[config.mk]
export PLATFORM = sky130hd
export DESIGN_NAME = shift_sequencer
export DESIGN_NICKNAME = d
export VERILOG_FILES = /design/src/rtl/shift_seq_pkg.sv /design/src/rtl/tick_gen.sv /design/src/rtl/shift_sequencer.sv
export SDC_FILE = /design/constraint.sdc
export NUM_CORES = 1
export LEC_CHECK = 0
export BUFFER_PORTS_ARGS = -buffer_cell sky130_fd_sc_hd__buf_2
export CAP_MARGIN = 20
export CORE_MARGIN = 4
export CORE_UTILIZATION = 54
export CTS_CLUSTER_SIZE = 25
export DETAILED_ROUTE_END_ITERATION = 16
export HOLD_SLACK_MARGIN = 0.12
export PLACE_DENSITY = 0.73
export SKIP_LAST_GASP = 1
export SYNTH_ARGS = -nofsm -noshare
export SYNTH_HDL_FRONTEND = slang
export SYNTH_SLANG_ARGS = --single-unit
[constraint.sdc]
create_clock -name clk -period 4.2 [get_ports clk]
set_clock_uncertainty 0.05 [all_clocks]
set_input_delay 0.21 -clock clk [delete_from_list [all_inputs] [get_ports clk]]
set_output_delay 0.21 -clock clk [all_outputs]
set_load 0.01 [all_outputs]
[src/rtl/shift_seq_pkg.sv]
// rtl/shift_seq_pkg.sv - state encoding and SPselect levels shared by the shift sequencer
package shift_seq_pkg;

    typedef enum logic [1:0] {
        ST_IDLE  = 2'd0,
        ST_LOAD  = 2'd1,
        ST_SHIFT = 2'd2,
        ST_DONE  = 2'd3
    } seq_state_t;

    // Level driven onto the dcell SPselect line
    localparam logic SP_LOAD  = 1'b1;   // parallel load from D
    localparam logic SP_SHIFT = 1'b0;   // serial shift from S

endpackage

[src/rtl/tick_gen.sv]
// rtl/tick_gen.sv - shift-step prescaler with clear and hold
// Ports:
//   clk   in  board clock
//   rst   in  asynchronous active-low reset
//   clear in  forces the count to 0 (wins over hold)
//   hold  in  freezes the count and suppresses tick
//   tick  out combinational, high in the cycle the count sits at DIV_MAX
module tick_gen #(
    parameter int DIV_MAX = 50_000_000 - 1,
    parameter int DIV_W   = 26
) (
    input  logic clk,
    input  logic rst,
    input  logic clear,
    input  logic hold,
    output logic tick
);

    localparam logic [DIV_W-1:0] TERM = DIV_W'(DIV_MAX);

    logic [DIV_W-1:0] cnt_q;
    logic [DIV_W-1:0] cnt_d;

    always_comb begin
        cnt_d = cnt_q;
        tick  = 1'b0;
        if (clear) begin
            cnt_d = '0;
        end else if (!hold) begin
            if (cnt_q == TERM) begin
                cnt_d = '0;
                tick  = 1'b1;
            end else begin
                cnt_d = cnt_q + DIV_W'(1);
            end
        end
    end

    always_ff @(posedge clk or negedge rst) begin
        if (!rst) begin
            cnt_q <= '0;
        end else begin
            cnt_q <= cnt_d;
        end
    end

endmodule

[src/rtl/shift_sequencer.sv]
// rtl/shift_sequencer.sv - load/rotate sequencer for the 16-cell dcell chain
// Ports:
//   clk       in  board clock
//   rst       in  asynchronous active-low reset
//   start     in  async button level; a rising edge starts a sequence
//   abort     in  clk-domain level cancel
//   shifts    in  rotate step count, sampled on the start edge
//   pause     in  freezes SHIFT (port exists only with SEQ_PAUSE_EN defined)
//   reg_ce    out one-cycle enable to every register cell
//   sp_sel    out SPselect: 1 = parallel load, 0 = serial shift
//   busy      out high while a sequence is running
//   done      out one-cycle pulse at sequence end
//   shift_cnt out rotate steps issued in the current/last sequence
// Macro: SEQ_PAUSE_EN adds the pause port.
module shift_sequencer
    import shift_seq_pkg::*;
#(
    parameter int DIV_MAX = 50_000_000 - 1,
    parameter int DIV_W   = 26,
    parameter int CNT_W   = 5
) (
    input  logic             clk,
    input  logic             rst,
    input  logic             start,
    input  logic             abort,
    input  logic [CNT_W-1:0] shifts,
`ifdef SEQ_PAUSE_EN
    input  logic             pause,
`endif
    output logic             reg_ce,
    output logic             sp_sel,
    output logic             busy,
    output logic             done,
    output logic [CNT_W-1:0] shift_cnt
);

    seq_state_t       state_q, state_d;
    logic             start_meta_q, start_meta_d;
    logic             start_sync_q, start_sync_d;
    logic             start_prev_q, start_prev_d;
    logic [CNT_W-1:0] shifts_q, shifts_d;
    logic [CNT_W-1:0] cnt_q, cnt_d;
    logic             reg_ce_q, reg_ce_d;
    logic             sp_sel_q, sp_sel_d;
    logic             busy_q, busy_d;
    logic             done_q, done_d;

    logic             start_rise;
    logic             hold;
    logic             tick;
    logic [CNT_W-1:0] cnt_inc;

`ifdef SEQ_PAUSE_EN
    assign hold = pause;
`else
    assign hold = 1'b0;
`endif

    // Counter only runs in SHIFT, so hold is irrelevant in other states.
    tick_gen #(
        .DIV_MAX (DIV_MAX),
        .DIV_W   (DIV_W)
    ) u_tick_gen (
        .clk   (clk),
        .rst   (rst),
        .clear ((state_q != ST_SHIFT) || abort),
        .hold  (hold),
        .tick  (tick)
    );

    assign start_rise = start_sync_q & ~start_prev_q;
    assign cnt_inc    = cnt_q + CNT_W'(1);

    always_comb begin
        start_meta_d = start;
        start_sync_d = start_meta_q;
        start_prev_d = start_sync_q;
        state_d      = state_q;
        shifts_d     = shifts_q;
        cnt_d        = cnt_q;
        reg_ce_d     = 1'b0;
        sp_sel_d     = SP_SHIFT;
        busy_d       = 1'b0;
        done_d       = 1'b0;

        // Abort outranks everything; in IDLE it also swallows a coincident start edge.
        if (abort) begin
            state_d = ST_IDLE;
        end else begin
            unique case (state_q)
                ST_IDLE: begin
                    if (start_rise) begin
                        shifts_d = shifts;
                        cnt_d    = '0;
                        state_d  = ST_LOAD;
                    end
                end
                ST_LOAD: begin
                    reg_ce_d = 1'b1;
                    sp_sel_d = SP_LOAD;
                    busy_d   = 1'b1;
                    state_d  = (shifts_q == '0) ? ST_DONE : ST_SHIFT;
                end
                ST_SHIFT: begin
                    busy_d = 1'b1;
                    if (tick) begin
                        reg_ce_d = 1'b1;
                        cnt_d    = cnt_inc;
                        if (cnt_inc == shifts_q) begin
                            state_d = ST_DONE;
                        end
                    end
                end
                ST_DONE: begin
                    done_d  = 1'b1;
                    busy_d  = 1'b1;
                    state_d = ST_IDLE;
                end
                default: state_d = ST_IDLE;
            endcase
        end
    end

    always_ff @(posedge clk or negedge rst) begin
        if (!rst) begin
            state_q      <= ST_IDLE;
            start_meta_q <= 1'b0;
            start_sync_q <= 1'b0;
            start_prev_q <= 1'b0;
            shifts_q     <= '0;
            cnt_q        <= '0;
            reg_ce_q     <= 1'b0;
            sp_sel_q     <= 1'b0;
            busy_q       <= 1'b0;
            done_q       <= 1'b0;
        end else begin
            state_q      <= state_d;
            start_meta_q <= start_meta_d;
            start_sync_q <= start_sync_d;
            start_prev_q <= start_prev_d;
            shifts_q     <= shifts_d;
            cnt_q        <= cnt_d;
            reg_ce_q     <= reg_ce_d;
            sp_sel_q     <= sp_sel_d;
            busy_q       <= busy_d;
            done_q       <= done_d;
        end
    end

    assign reg_ce    = reg_ce_q;
    assign sp_sel    = sp_sel_q;
    assign busy      = busy_q;
    assign done      = done_q;
    assign shift_cnt = cnt_q;

endmodule

# Word level (Yosys, flattened, before mapping)
# Cells that the tools add are included.
# totals
regBits	45
out_inout_bits	9
# classes
n_addsub	2
n_eq_ne	11
n_mux	22
bitwise_logic	3
n_reduce_logical	8
# ops
op	n
two-way mux 26 bit	2
adder 26 x 1 -> 26 bit (second input constant)	1
equality test 26 bit (second input constant)	1
two-way mux 1 bit	11
two-way mux 5 bit	2
case mux 5 bit (2 select lines)	1
!= test 3 bit (second input constant)	3
two-way mux 2 bit	4
case mux 2 bit (4 select lines)	1
!= test 2 bit (second input constant)	3
AND reduction 3 bit	2
adder 5 x 1 -> 5 bit (second input constant)	1
equality test 5 bit	1
zero test 5 bit	1
equality test 2 bit (second input constant)	2
AND reduction 4 bit	1
OR reduction 3 bit	1
equality test 2 x 1 -> 1 bit (second input constant)	1
zero test 2 bit	1
NOT 1 bit	2
case mux 1 bit (2 select lines)	1
nonzero test 2 bit	1
bitwise AND 1 bit	1
logical OR 1 bit	1

# Depth between registers and ports, before layout
# Gate-level depths: netlist of run 1.
# logic_depth
word_depth	6
depth_mapped	7
ltp_nobuf	6

# By module
# A second synthesis of run 1 with hierarchy kept.
# hier_totals
cells_unflattened	254
hier_area_um2	2452.4
# modules_own_cells
mod	n_inst	cells_each	area_per_inst_um2
tick_gen	1	151	1401.3
shift_sequencer	1	103	1051.0

# Least setup slack after synthesis of run 1
# Ideal clock, no wire load.
# synth_timing
path_type	register to register
from	reg cnt_q[0], in the netlist shift_cnt[0]
to	reg state_q[0]
setup_time_ps	128
t_arrival_ps	1779
t_required_ps	4022
setup_slack_ps	2244
stages_incl_launch_ff	7
synth_period_minus_slack_ps	1956
cell_sequence	dfrtp_1 > ha_1 > and2_1 > a211o_1 > a31oi_1 > o31ai_4 > mux2_1
# synth_between
elab_chain_len	4
# synth_rtl
element	line	rtl
start, declared	shift_sequencer.sv:42	logic [CNT_W-1:0] cnt_q, cnt_d;
start signal, assigned	shift_sequencer.sv:142	cnt_q <= cnt_d;
adder 5 x 1 -> 5 bit	shift_sequencer.sv:72	assign cnt_inc = cnt_q + CNT_W'(1);
equality test 5 bit	shift_sequencer.sv:109	if (cnt_inc == shifts_q) begin
!= test 3 bit (no source line)	n/a	
AND reduction 3 bit (no source line)	n/a	
end signal, assigned	shift_sequencer.sv:137	state_q <= state_d;
end, declared	shift_sequencer.sv:37	seq_state_t state_q, state_d;
# Every way passes these cells.
# A chain may end at the register's enable or synchronous reset.

# Worst setup path in the final report of run 1
# layout_timing
from	reg u_tick_gen.cnt_q[7]
to	reg u_tick_gen.cnt_q[13]
# layout_between
elab_chain_len	3
elab_cells_between_ends	4
# layout_rtl
element	line	rtl
start, declared	tick_gen.sv:21	logic [DIV_W-1:0] cnt_q;
start signal, assigned	tick_gen.sv:43	cnt_q <= cnt_d;
adder 26 x 1 -> 26 bit / equality test 26 bit (equally long branches)	tick_gen.sv:34, tick_gen.sv:30	
two-way mux 26 bit (*)	tick_gen.sv:30	if (cnt_q == TERM) begin
two-way mux 26 bit (*)	tick_gen.sv:27	if (clear) begin
named net u_tick_gen.cnt_d[13]	tick_gen.sv:22	logic [DIV_W-1:0] cnt_d;
# Mark *: on every way through the listed nets, which the timed path passes. The rest lies on a longest branch.

==> flow_summary.ini, run 1 <==
[outcome]
outcome = complete, no violations

[global_routing]
antenna_found_initial = 0
grt_pass1_vias = 1502
grt_use_total_pct = 17.5
grt_max_degree = 46
wire_length_of_the_first_global_routing_pass_um = 7080
grt_ovf = 0

[floorplan]
die_area_um2 = 5330
initial_core_util_pct = 56.2
floorplan.io_pins = 18
coreArea_um2 = 4060
placementRows = 23
die-width_um = 73.0
dieHeight_um = 73.0

[synthesis]
post_synth_main_area_contributors = dfrtp_1, xor2_1, nor2_1, xnor2_1, ha_1
synth_top_area_share_pct = 49.3
syn_inst = 213
post_synth_arst_share_pct = 100
synth_sequential_area_ratio_pct = 49.3
synth_most_common_cell = dfrtp_1
synth_edf_count = 0
post_synth_instance_area_um2 = 2280
commonest_cells_post_synth = dfrtp_1, nor2_1, xor2_1
synth_seq_cells = 45
syn_avg_cell_area_um2 = 10.7
net_count_synth = 229
commonest_register_cell_after_synthesis = dfrtp_1
yosysTopAreaCell = dfrtp_1
synth_cell_types = 43
yosys_warnings = 0

[clock_tree]
max-clock-path-buffers = 2
cts.hold.buffers_added = 7
cts_tree = built
clk_pin_slew_worst_paths_ns = 0.08
clock_sinks = 45
worst_skew_pair.late_latency_ns = 0.30
numCtsBuffers = 5
ctsHtreeMaxLevel = 2
cts_repair_resize_count = 0
post-cts-setup-buffers = 0
clock-root-buffer = clkbuf_8

[timing]
timing_max_transition_violations_final = 0
hold_viol = 0
final_period_minus_worst_setup_slack_ns = 2.10
final-setup-viol-count = 0
timing.final.crit_share_pct = 49.9
rsz0062_at_grt = false
final.setup.tns_ns = 0
hold-worst-slack_ns = 0.155
worstMarginPinSlew_ns = 0.804
max_clock_freq_ghz = 0.477
max_slew_margin_pct = 46.2

[place]
place_congestion = 0.758
portBuffers = 17
place.detailed.instances = 275
dp.final_hpwl_um = 2840

[route]
first_iter_violations = 82
detailedRoute.firstPassIterationCount = 4
wl_per_cell_um = 14.0
remaining_routing_drc_violations = 0
drtAntennaViolNets = 0
aggregate_routed_wire_length_um = 4070
via_count = 1563
via_per_inst = 5.37

[setup_path]
data_arrival_time_of_the_worst_path_ns = 2.20
setup.worst_path.start_class = flip-flop
timing.critical_path.fanout_max = 24
worst-endpoint-required_ns = 4.30
crit_path_max_incr_delay_ns = 0.62
critical_path.endpoint_type = flip-flop
criticalPathCategory = flip-flop to flip-flop
worstPathCellList = nor4bb_1 -> and4_4 -> nand3_4 -> nand2_1 -> nor2_1
critical_path.slowest_cell = nand2_1

[run]
timing.max_cap.violations = 0

[power_and_ir_drop]
irDropWorstVdd_v = 0.000237
net_switching_component_of_the_power_uw = 320
power.share.switching_pct = 29.1
power.share.combinational_pct = 22.3
seq_power_share_pct = 47.3
power.leakage_nw = 1.14
clock_power_share_pct = 30.3
internal-power_uw = 779
power_density_nw_per_um2 = 419

[final_layout]
final_layout_size_suffix_gt1_share_pct = 14.9
finalNonFillerCells = 291
postLayoutCoreUtil_pct = 64.6
area_grow_syn2layout_pct = 14.9
antennaDiodeCount = 0
nets = 256

[hold_path]
worst_hold_path_type = input port to flip-flop
-- cell type report --
| class | instances | area [µm²] |
|---|---|---|
| clock buffers | 7 | 86.3 |
| clock inverters | 1 | 30.0 |
| fillers | 325 | 1440 |
| inverters | 7 | 26.3 |
| multi-input cells | 156 | 1110 |
| flip-flops and latches | 45 | 1130 |
| well taps | 50 | 62.6 |
| repair buffers | 25 | 183 |
-- metrics by stage --
| stage | cell area, µm² | power [mW] | setup slack (ns) |
|---|---|---|---|
| after CTS | 2590 | 1.11 | 2.07 |
| after global placement | 2410 | 0.762 | 2.11 |
| final | 2620 | 1.10 | 2.10 |
| after detailed placement | 2410 | 0.766 | 2.08 |
| after floorplan | 2280 | 0.700 | 2.24 |
| after global routing | 2620 | 1.17 | 1.90 |
-- layer usage --
layer  vias up  wire, µm  GRT usage, %
met5         -         0             0
met4         0       103          10.0
met3         9       140          3.58
met2        24      1770          25.1
met1       736      2060          24.5
li1        794         -             -
-- cell usage in the layout, fill, tap and decap left out, types with 7 or more instances in the layout --
cell type | netlist | layout
nand3_1 | 12 | 12
dfrtp_1 | 45 | 45
xnor2_1 | 12 | 12
dlygate4sd3_1 | 0 | 7
nand2_1 | 11 | 11
ha_1 | 7 | 7
nor2_1 | 34 | 34
buf_2 | 3 | 17
inv_1 | 7 | 7
xor2_1 | 16 | 16
-- power groups by stage --
stage	combinational (mW)	clock, mW	sequential [mW]
3_3_place_gp	0.235	0	0.527
6_report	0.245	0.333	0.520
2_1_floorplan	0.177	0	0.523
4_1_cts	0.245	0.346	0.520
5_1_grt	0.283	0.361	0.527
3_5_place_dp	0.237	0	0.529
-- path summary, 6_finish.rpt --
kind | start | end | slack (ns) | depth (start not counted)
worst max-delay path | u_tick_gen.cnt_q[7] | u_tick_gen.cnt_q[13] | 2.10 | 5
worst min-delay path | abort | sp_sel | 0.15 | 2
worst max register to register | u_tick_gen.cnt_q[7] | u_tick_gen.cnt_q[13] | 2.10 | 5
worst min register to register | start_meta_q | start_prev_d | 0.32 | 0
max in group asynchronous | rst | u_tick_gen.cnt_q[19] | 3.24 | 3
min in group asynchronous | rst | u_tick_gen.cnt_q[4] | 0.36 | 2
-- cells by family after synthesis --
logic type	share of synthesized area [%]
and+or+nand+nor	23.2
DFF	49.3
xor gates and xnor gates	10.7
AOI/OAI and AO/OA	6.85
buffers and inverters	2.14
muxes	3.84
adders and majority gates	3.84
-- worst max-delay path, delay by kind of cell (launching register included) --
kind | cells | cell delay [ns]
DFF | 1 | 0.44
and+or+nand+nor | 5 | 1.45
-- state kept, by name (all words and copies together), names as in the netlist --
name	flops
start_meta_q	1
reg_ce	1
sp_sel	1
shift_cnt	5
state_q	2
u_tick_gen.cnt_q	26
start_prev_q	1
shifts_q	5
busy	1
done	1
start_prev_d	1
(Power assumes the default switching activity.)
==> inputs of run 2 (changes only) <==
Settings changed: CORE_UTILIZATION 54 to 53, PLACE_DENSITY 0.73 to 0.75.
Clock period 4.2 ns to 1.85 ns, I/O delays scaled along.
==> run 2 against run 1 <==
Net effect:
- setup slack got worse by 2.1 ns
- wire length grew 10%
- critical endpoint is now state_q[0]
- non-clock buffer count grew 28
- sequential power up 130%
- final area is 10% higher
- core utilization grew 6.0 points
- die area rose by 1.7%
- critical path depth stayed put
- combinational power increased to 3.0 times the previous value
- clock power rose by 120%
- sequential share of layout area down 3.9 points
==> flow_summary.ini, run 2 (same netlist as run 1, synthesis figures left out) <==
[global_routing]
grt_use_total_pct = 18.8
grt_ovf = 0
grt_pass1_vias = 1676
wire_length_of_the_first_global_routing_pass_um = 7730
grt_max_degree = 30
antenna_found_initial = 0

[power_and_ir_drop]
power.share.switching_pct = 29.1
seq_power_share_pct = 44.4
internal-power_mw = 1.87
clock_power_share_pct = 28.1
power_density_nw_per_um2 = 913
power.share.combinational_pct = 27.5
irDropWorstVdd_v = 0.000697
power.leakage_nw = 1.28
net_switching_component_of_the_power_uw = 766

[setup_path]
worst-endpoint-required_ns = 1.98
critical_path.endpoint_type = flip-flop
timing.reg2reg.worst_path_depth = 5
r2r_start = u_tick_gen.cnt_q[8]
timing.critical_path.fanout_max = 4
criticalPathCategory = flip-flop to flip-flop
rrSetupSlack_ns = 0.04
data_arrival_time_of_the_worst_path_ns = 1.94
setup.worst_path.start_class = flip-flop
critical_path.reg2reg.endpoint = state_q[0]

[final_layout]
largest_reg_flops = 26
nets = 284
final_common_cell = dfrtp_1
antennaDiodeCount = 0
final_layout_size_suffix_gt1_share_pct = 27.5
register_name_with_the_most_flops = u_tick_gen.cnt_q
final-seq-area_um2 = 1130
layout_common_cells = dfrtp_1, nor2_1, buf_4
area_grow_syn2layout_pct = 26.5
layout.filler_cells = 300
multiInputGateArea_um2 = 1160
finalNonFillerCells = 319
postLayoutCoreUtil_pct = 70.6

[clock_tree]
cts_tree = built
worst_skew_pair.late_latency_ns = 0.29
ctsHtreeMaxLevel = 2
max-clock-path-buffers = 2
clock-root-buffer = clkbuf_8
numCtsBuffers = 5
clock_sinks = 45
clk_pin_slew_worst_paths_ns = 0.08

[timing]
final-setup-viol-count = 0
final_period_minus_worst_setup_slack_ns = 1.81
hold_viol = 0
timing_max_transition_violations_final = 0
max_slew_margin_pct = 57.4
timing.final.crit_share_pct = 97.8
max_clock_freq_ghz = 0.553
worstMarginPinSlew_ns = 0.638
rsz0062_at_grt = true

[floorplan]
dieHeight_um = 73.6
die-width_um = 73.6
die_area_um2 = 5420
floorplan.io_pins = 18
initial_core_util_pct = 55.8
placementRows = 23
coreArea_um2 = 4090

[route]
first_iter_violations = 72
via_per_inst = 5.35
remaining_routing_drc_violations = 0
wl_per_cell_um = 14.0
via_count = 1707
detailedRoute.firstPassIterationCount = 4
aggregate_routed_wire_length_um = 4470
drtAntennaViolNets = 0

[hold_path]
worst_hold_path_type = input port to async pin

[place]
place_congestion = 0.861
place.detailed.instances = 302
portBuffers = 17
dp.final_hpwl_um = 3130

[outcome]
outcome = complete, no violations

[run]
timing.max_cap.violations = 0
run 2: critical path: stages, from the launching register on:
cell and delay [ns]:
dfrtp_1 0.40, nor4_2 0.27, and4_4 0.29, nand3_4 0.09, o31ai_4 0.28, mux2_4 0.32
run 2: area by class of cell:
class | instances | share of cell area, %
Clock buffer | 7 | 2.99
Clock inverter | 1 | 1.04
Inverter | 7 | 0.910
Sequential cell | 45 | 39.1
Multi-Input combinational cell | 156 | 40.4
Tap cell | 50 | 2.17
Timing Repair Buffer | 53 | 13.4
run 2: repair_timing:
action,in CTS,in global routing
hold buffers,8,0
setup buffers,0,1
hold endpoints to repair,38,0
resized for setup,0,7
endpoints found under the setup margin,0,5
run 2: worst max-delay path by stage:
stage                               startpoint  slack (ns)         end  cells after the start
after CTS                         shift_cnt[1]       0.006  state_q[0]                      6
after global placement             shifts_q[4]        0.05  state_q[0]                      5
after floorplan                   shift_cnt[0]       0.006  state_q[0]                      6
after detailed placement  u_tick_gen.cnt_q[11]        0.02  state_q[0]                      5
after global routing       u_tick_gen.cnt_q[8]       -0.03  state_q[0]                      5
final                      u_tick_gen.cnt_q[8]        0.04  state_q[0]                      5
run 2: through the flow:
stage               power [mW]  setup WS, ns  setup TNS [ns]  hold WS, ns  instance area [µm²]
floorplan                 1.61       0.00629               0       -0.253                 2310
global placement          1.85        0.0538               0        0.109                 2650
detailed placement        1.88        0.0226               0        0.103                 2650
CTS                       2.64       0.00571               0        0.320                 2840
global route              2.80       -0.0274         -0.0450        0.325                 2890
finish                    2.63        0.0415               0        0.307                 2890
run 2: metal layers:
layer,up-vias,part of all wire [%],global-route usage [%]
li1,849,-,-
met1,830,48,25.6
met2,22,47,29.4
met3,6,3.4,4.65
met4,0,1.5,6.04
met5,-,0,0
run 2: power by group through the flow:
stage / Combinational [mW] / Clock [mW] / Sequential, mW
finish: 0.724 / 0.741 / 1.17
global route: 0.805 / 0.808 / 1.19
CTS: 0.705 / 0.769 / 1.17
detailed placement: 0.688 / 0 / 1.19
global placement: 0.675 / 0 / 1.18
floorplan: 0.424 / 0 / 1.19
